## src/rtl/ast_packet_arbiter_pkg.sv

```systemverilog
// Shared types and default sizing for the Avalon-ST packet arbiter slice.
package usr_types_and_params;

  localparam int unsigned N_SRC      = 4;
  localparam int unsigned DATA_IN_W  = 64;
  localparam int unsigned EMPTY_IN_W = 3;
  localparam int unsigned CHANNEL_W  = 2;

  typedef enum logic {
    ARB_IDLE,
    ARB_BUSY
  } arb_state_t;

endpackage

```

## src/rtl/ast_packet_arbiter_rr_arbiter.sv

```systemverilog
// Combinational rotating-priority pick: first set request at index >= ptr, wrapping at N.
module rr_arbiter #(
  parameter int unsigned N = 4
) (
  input  logic [N-1:0]         req,
  input  logic [$clog2(N)-1:0] ptr,
  output logic [$clog2(N)-1:0] gnt_idx,
  output logic                 gnt_vld
);

  localparam int unsigned IW = $clog2(N);

  logic [IW-1:0] idx;

  always_comb begin
    gnt_idx = '0;
    gnt_vld = 1'b0;
    idx     = '0;
    for (int unsigned k = 0; k < N; k++) begin
      // modulo on N rather than 2**IW keeps the scan off absent sources
      idx = IW'((32'(ptr) + k) % N);
      if (!gnt_vld && req[idx]) begin
        gnt_vld = 1'b1;
        gnt_idx = idx;
      end
    end
  end

endmodule

```

## src/rtl/ast_packet_arbiter.sv

```systemverilog
// Packet-granular round-robin merge of N_SRC Avalon-ST sources; grant held SOP..EOP.
module ast_packet_arbiter #(
  parameter int unsigned N_SRC      = usr_types_and_params::N_SRC,
  parameter int unsigned DATA_IN_W  = usr_types_and_params::DATA_IN_W,
  parameter int unsigned EMPTY_IN_W = usr_types_and_params::EMPTY_IN_W,
  parameter int unsigned CHANNEL_W  = usr_types_and_params::CHANNEL_W
) (
  input  logic                          clk_i,
  input  logic                          srst_i,
  input  logic [N_SRC*DATA_IN_W-1:0]    src_data_i,
  input  logic [N_SRC-1:0]              src_sop_i,
  input  logic [N_SRC-1:0]              src_eop_i,
  input  logic [N_SRC-1:0]              src_valid_i,
  input  logic [N_SRC*EMPTY_IN_W-1:0]   src_empty_i,
  output logic [N_SRC-1:0]              src_ready_o,
  output logic [DATA_IN_W-1:0]          ast_data_o,
  output logic                          ast_startofpacket_o,
  output logic                          ast_endofpacket_o,
  output logic                          ast_valid_o,
  output logic [EMPTY_IN_W-1:0]         ast_empty_o,
  output logic [CHANNEL_W-1:0]          ast_channel_o,
  input  logic                          ast_ready_i,
  output logic                          proto_err_o
);

  import usr_types_and_params::*;

  localparam int unsigned IDX_W = $clog2(N_SRC);

  arb_state_t       state, state_nxt;
  logic [IDX_W-1:0] grant, grant_nxt;
  logic [IDX_W-1:0] rr_ptr, rr_ptr_nxt;
  logic             in_pkt, in_pkt_nxt;

  logic [N_SRC-1:0] req;
  logic [IDX_W-1:0] pick_idx;
  logic             pick_vld;

  logic [DATA_IN_W-1:0]  sel_data;
  logic [EMPTY_IN_W-1:0] sel_empty;
  logic                  sel_sop;
  logic                  sel_eop;
  logic                  sel_valid;

  assign req = src_valid_i & src_sop_i;

  rr_arbiter #(
    .N (N_SRC)
  ) u_rr_arbiter (
    .req     (req),
    .ptr     (rr_ptr),
    .gnt_idx (pick_idx),
    .gnt_vld (pick_vld)
  );

  assign sel_data  = src_data_i[32'(grant)*DATA_IN_W +: DATA_IN_W];
  assign sel_empty = src_empty_i[32'(grant)*EMPTY_IN_W +: EMPTY_IN_W];
  assign sel_sop   = src_sop_i[grant];
  assign sel_eop   = src_eop_i[grant];
  assign sel_valid = src_valid_i[grant];

  always_comb begin
    state_nxt           = state;
    grant_nxt           = grant;
    rr_ptr_nxt          = rr_ptr;
    in_pkt_nxt          = in_pkt;
    src_ready_o         = '0;
    ast_data_o          = '0;
    ast_startofpacket_o = 1'b0;
    ast_endofpacket_o   = 1'b0;
    ast_valid_o         = 1'b0;
    ast_empty_o         = '0;
    ast_channel_o       = '0;
    proto_err_o         = 1'b0;

    case (state)
      ARB_IDLE: begin
        if (pick_vld) begin
          grant_nxt  = pick_idx;
          rr_ptr_nxt = (pick_idx == IDX_W'(N_SRC - 1)) ? '0 : pick_idx + 1'b1;
          in_pkt_nxt = 1'b0;
          state_nxt  = ARB_BUSY;
        end
      end
      ARB_BUSY: begin
        ast_data_o          = sel_data;
        ast_startofpacket_o = sel_sop;
        ast_endofpacket_o   = sel_eop;
        ast_valid_o         = sel_valid;
        ast_empty_o         = sel_empty;
        ast_channel_o       = CHANNEL_W'(grant);
        src_ready_o[grant]  = ast_ready_i;
        if (sel_valid && ast_ready_i) begin
          // in_pkt marks that the opening SOP beat has already been taken
          proto_err_o = sel_sop && in_pkt;
          in_pkt_nxt  = 1'b1;
          if (sel_eop) begin
            state_nxt = ARB_IDLE;
          end
        end
      end
      default: state_nxt = ARB_IDLE;
    endcase
  end

  always_ff @(posedge clk_i) begin
    if (srst_i) begin
      state  <= ARB_IDLE;
      grant  <= '0;
      rr_ptr <= '0;
      in_pkt <= 1'b0;
    end else begin
      state  <= state_nxt;
      grant  <= grant_nxt;
      rr_ptr <= rr_ptr_nxt;
      in_pkt <= in_pkt_nxt;
    end
  end

endmodule

```

## config.mk

```make
export PLATFORM = sky130hd
export DESIGN_NAME = ast_packet_arbiter
export DESIGN_NICKNAME = d
export VERILOG_FILES = /design/src/rtl/ast_packet_arbiter_pkg.sv /design/src/rtl/ast_packet_arbiter_rr_arbiter.sv /design/src/rtl/ast_packet_arbiter.sv
export SDC_FILE = /design/constraint.sdc
export NUM_CORES = 1
export LEC_CHECK = 0
export CAP_MARGIN = 20
export CORE_AREA = 8 8 134 136
export DETAILED_ROUTE_END_ITERATION = 10
export DIE_AREA = 0 0 142 144
export SLEW_MARGIN = 20
export SYNTH_ARGS = -nofsm -noshare
export SYNTH_HDL_FRONTEND = slang
export SYNTH_HIERARCHICAL = 1
export SYNTH_SLANG_ARGS = --single-unit
```

## constraint.sdc

```tcl
create_clock -name clk_i -period 4 [get_ports clk_i]
set_input_delay 1.2 -clock clk_i [delete_from_list [all_inputs] [get_ports clk_i]]
set_output_delay 1.2 -clock clk_i [all_outputs]
set_load 0.005 [all_outputs]
```

-- Word-level counts from Yosys, hierarchy flattened
Cells that the tools add are included.
W data, S select, Z words.
- bits in registers: 6
- input port bits: 283
- output and inout port bits: 77
- logic and storage cells: 75
- $add $sub $neg: 4
- multipliers: 1
- order comparisons: 6
- equality and inequality tests: 3
- shift operators: 2
- muxes and demuxes: 41
- bitwise operators: 3
- reduce and logical (&&, ||, !) cells: 11
- operator list (cell ; count):
    $shiftx A256 B9 Y64 ; 1
    $mux W64 ; 1
    $mux W1 ; 22
    $lt A2 B3 Y1 const B ; 5
    $bmux W1 S2 ; 7
    $mux W2 ; 6
    $shiftx A12 B5 Y3 ; 1
    $and A4 B4 Y4 ; 2
    $logic_and A1 B1 Y1 ; 6
    $add A2 B1 Y2 const B ; 2
    $add A2 B2 Y2 const B ; 2
    $mul A2 B2 Y4 const B ; 1
    $mux W4 ; 1
    $pmux W1 S2 ; 2
    $reduce_and A2 Y1 ; 2
    $logic_not A1 Y1 ; 3
    $mux W3 ; 1
    $demux W1 S2 ; 1
    $eq A2 B2 Y1 const B ; 1
    $ge A2 B1 Y1 const B ; 1
    $ne A2 B1 Y1 const B ; 1
    $ne A2 B2 Y1 const B ; 1
    $not A1 Y1 ; 1

-- Longest topological paths before layout
- depth after elaboration: 15
- gate-level depth with buffers: 8
- gate-level depth less buffers: 8

-- Modules after synthesis
The synthesis kept the hierarchy.
- by module, submodules not included (module ; times used ; cells each ; area each (µm²) ; seq. area each (µm²)):
    ast_packet_arbiter ; 1 ; 205 ; 2531.2 ; 120.1
    rr_arbiter ; 1 ; 15 ; 77.6 ; 0.0

-- Worst setup path before layout
No wires, ideal clock.
- path kind: input -> output
- start point: input src_sop_i[3]
- end point: output proto_err_o
- arrival time: 1.825 ns
- data required time: 2.800 ns
- slack: 0.975 ns
- stages on the path: 2
- buffers on the path: 0
- path through: mux4_2 > and3_1
- cells in the longest elaborated chain, start to end: 5
- ends and longest elaborated chain (item ; RTL line ; source):
    start, declared ; ast_packet_arbiter.sv:11 ; input logic [N_SRC-1:0] src_sop_i,
    $bmux W1 S2 ; ast_packet_arbiter.sv:58 ; assign sel_sop = src_sop_i[grant];
    $mux W1 (implied by the code) ; ast_packet_arbiter.sv:58 ;
    $logic_and A1 B1 Y1 ; ast_packet_arbiter.sv:95 ; proto_err_o = sel_sop && in_pkt;
    $mux W1 ; ast_packet_arbiter.sv:93 ; if (sel_valid && ast_ready_i) begin
    $mux W1 ; ast_packet_arbiter.sv:76 ; case (state)
    end, declared ; ast_packet_arbiter.sv:23 ; output logic proto_err_o
No other way between the ends. The select of a mux whose other input is x is not followed.

-- Final worst setup path
- start point: input src_data_i[65]
- end point: output ast_data_o[1]
- cells in the longest elaborated chain, start to end: 2
- ends and longest elaborated chain (item ; RTL line ; source):
    start, declared ; ast_packet_arbiter.sv:10 ; input logic [N_SRC*DATA_IN_W-1:0] src_data_i,
    $shiftx A256 B9 Y64 ; ast_packet_arbiter.sv:56 ; assign sel_data = src_data_i[32'(grant)*DATA_IN_W +: DATA_IN_W];
    $mux W64 ; ast_packet_arbiter.sv:76 ;
    end, declared ; ast_packet_arbiter.sv:16 ; output logic [DATA_IN_W-1:0] ast_data_o,
No other way between the ends.

==> results.cfg <==
[global_routing]
antenna_found_initial = 0
grt_overflow = 0
grt_max_degree = 46
first_global_vias = 3925
grt.total_usage = 0.1581
grt_pass1_wl_mm = 24.66

[sta]
final_hold_viol_count = 0
rsz0062_at_grt = no
fmax_ghz = 0.2529
maxSlewViolCount = 0
fin_worst_skew_ps = 6.957
slew_headroom = 0.5952
period_minus_slack_ps = 3953
tns_ps = 0
final.period_utilization = 0.9884
tightest_slew_ps = 607.1
finalSetupViolCount = 0

[clock_tree]
cts.sinks = 6
clock_latency_ps = 230
post_cts_buffers = 0
root_buffer = clkbuf_16
htreeDepth = 1
cts_buffers = 3
cts_tree = done
clockBufferDepth = 2
holdBufCountCts = 0
path_clk_slew_ps = 30

[yosys]
netlist_area_sq_um = 2609
ys_ff_latch = 6
synth_cell_types = 26
yosysTopAreaCell = mux4_2
synth_top_area_share = 0.5957
synth_warnings = 6
ys_seq_area_frac = 0.04604
synth_edf_count = 0
synthCells = 220
syn_nets = 504
synth_ff_type = dfxtp_1
async_reset_ff_frac = 0
synth_most_common_cell = and2_1
syn_area_per_cell_sq_um = 11.86
ys_top_cells_by_area = mux4_2 60%, and2_1 18%, dfxtp_1 4.6%, buf_12 3.8%, mux2i_1 2.3%
yosys-top-cells-count = 75 x and2_1, 69 x mux4_2, 11 x clkbuf_1, 11 x nor2_1, 7 x buf_2

[setup_path]
setup.worst_path.end = ast_data_o[1]
crit_arrival_ps = 2750
crit_fanout = 1
path_class = in2out
critPathRequiredTime_ps = 2800
critPathCaptureType = output port
path_cells = clkdlybuf4s50_1 -> mux4_2 -> and2_1 -> clkdlybuf4s50_1
cp-startpoint = src_data_i[65]
timing.rr.end = state
critical-path-top-delay-family = buffers and inverters
critPathMaxStageDelay_ps = 470
crit_top_cell = clkdlybuf4s50_1
crit-reg2reg-launch = grant[1]
crit_cells = 4
worst-path-buf-inv = 2
reg2reg_setup_slack_ps = 2180
start_kind = primary input
reg2reg_depth = 4
slowest_stage = mux4_2

[route]
drc = 0
avgRoutedWirePerCell_microns = 21.78
vias = 3486
drt-pass1-iter-count = 4
antenna_left = 0
drt_iter0_drc = 77
wl_mm = 17.14
via_per_inst = 4.429

[power]
power.density_nw_per_um2 = 155.0
p_leak_nw = 2.222
peakVddDrop_mv = 0.2278

[final_layout]
drive_gt1_frac = 0.1534
regArea_sq_um = 128.9
areaGrowthSynthToFinish_pct = 148.2
antennaDiodeCount = 0
fin_area_sq_um = 6476
num-fill-cells = 1580
fin_nets = 852
multi_input_area_sq_um = 2263

[placed_design]
place_hpwl_mm = 15.09
placed_area_sq_um = 6396
portBuffers = 359
gp_congestion = 0.9417

[floorplan]
rows = 47
ios = 360
die_h_microns = 144
start_util = 0.1625
die_x_microns = 142
die_area_sq_um = 20450
core_sq_um = 16050

[hold_path]
hp-class = reg2reg

[run_status]
status = completed

[run]
maxCapViolCount = 0
-- per-stage QoR --
step	power [mW]	util	setup WS [ps]	hold slack [ps]	std cells
6_report	1.004	0.4034	46.56	586.8	787
5_1_grt	1.068	0.4034	10.62	605.8	787
4_1_cts	1.020	0.4032	18.73	583.0	787
3_5_place_dp	0.8437	0.3984	-0.7658	561.5	783
3_3_place_gp	0.8330	0.3984	-23.10	544.3	783
2_1_floorplan	0.3765	-	975.0	516.7	220
-- logic make-up (layout without fill, tap and decap cells) --
logic type | Yosys count | in the layout | share of synthesized area
compound gates | 10 | 10 | 0.02590
fa+ha+maj | 1 | 1 | 0.004795
buf+inv | 32 | 379 | 0.08633
flops | 6 | 6 | 0.04605
mux | 75 | 75 | 0.6187
simple gates | 96 | 96 | 0.2182
-- layout by cell type, fill, tap and decap left out --
cell	netlist	final
dfxtp_4	0	2
clkdlybuf4s50_1	0	357
o221ai_1	1	1
buf_12	5	3
dfxtp_1	6	3
o22ai_1	1	1
and2_1	75	75
a211oi_1	1	1
nand3_1	2	2
nand2b_1	2	2
dlymetal6s2s_1	0	1
ha_1	1	1
dfxtp_2	0	1
clkbuf_16	0	3
mux2i_1	6	6
a21oi_1	4	4
nand2_1	1	1
nor2_1	11	11
nor2b_1	2	2
inv_2	1	1
o21ba_2	1	1
a221o_1	1	1
buf_4	2	7
mux4_2	69	69
dlygate4sd2_1	0	1
clkbuf_1	11	1
and3_1	2	2
o21ai_0	1	1
nand3b_1	1	1
inv_1	5	5
-- worst register-to-register path: cells and delay by family (launching register included) --
kind | cells | cell delay, ps
DFF | 1 | 730
buffers and inverters | 2 | 440
muxes | 1 | 340
AOI/OAI and AO/OA | 1 | 220
-- worst min-delay path by stage --
stage | depth (start not counted) | to | from | slack [ps]
final | 2 | rr_ptr[1] | rr_ptr[1] | 590
after global routing | 2 | rr_ptr[0] | rr_ptr[0] | 610
after CTS | 2 | rr_ptr[1] | rr_ptr[1] | 580
after detailed placement | 2 | rr_ptr[0] | rr_ptr[0] | 560
after global placement | 2 | rr_ptr[0] | rr_ptr[0] | 540
after floorplan | 2 | rr_ptr[0] | rr_ptr[0] | 520
-- area by class of cell --
class | instances | share of cell area
clock buffers | 4 | 0.01217
inverters | 6 | 0.003478
multi-input cells | 182 | 0.3495
flip-flops and latches | 6 | 0.01990
well taps | 220 | 0.04250
repair buffers | 369 | 0.5725
-- power breakdown --
part	leakage (nW)	switching (mW)	internal [mW]
logic	2.13	0.204	0.544
registers	0.0510	0.0200	0.0661
clock network	0.0382	0.0373	0.133
-- registers in the layout, summed over array words and instances, names as in the netlist --
| register | count |
|---|---|
| in_pkt | 1 |
| grant | 2 |
| state | 1 |
| rr_ptr | 2 |
-- routing by layer --
layer / global-route usage / vias up / part of all wire
met5: 0 / - / 0
met4: 0.02996 / 0 / 0.018
met3: 0.04028 / 16 / 0.084
met2: 0.3025 / 193 / 0.54
met1: 0.1720 / 1717 / 0.36
li1: - / 1560 / -
-- repair_timing --
action	CTS	global route
pin swaps	0	0
setup endpoints to repair	1	1
resized for setup	1	1
(Power assumes the default switching activity.)
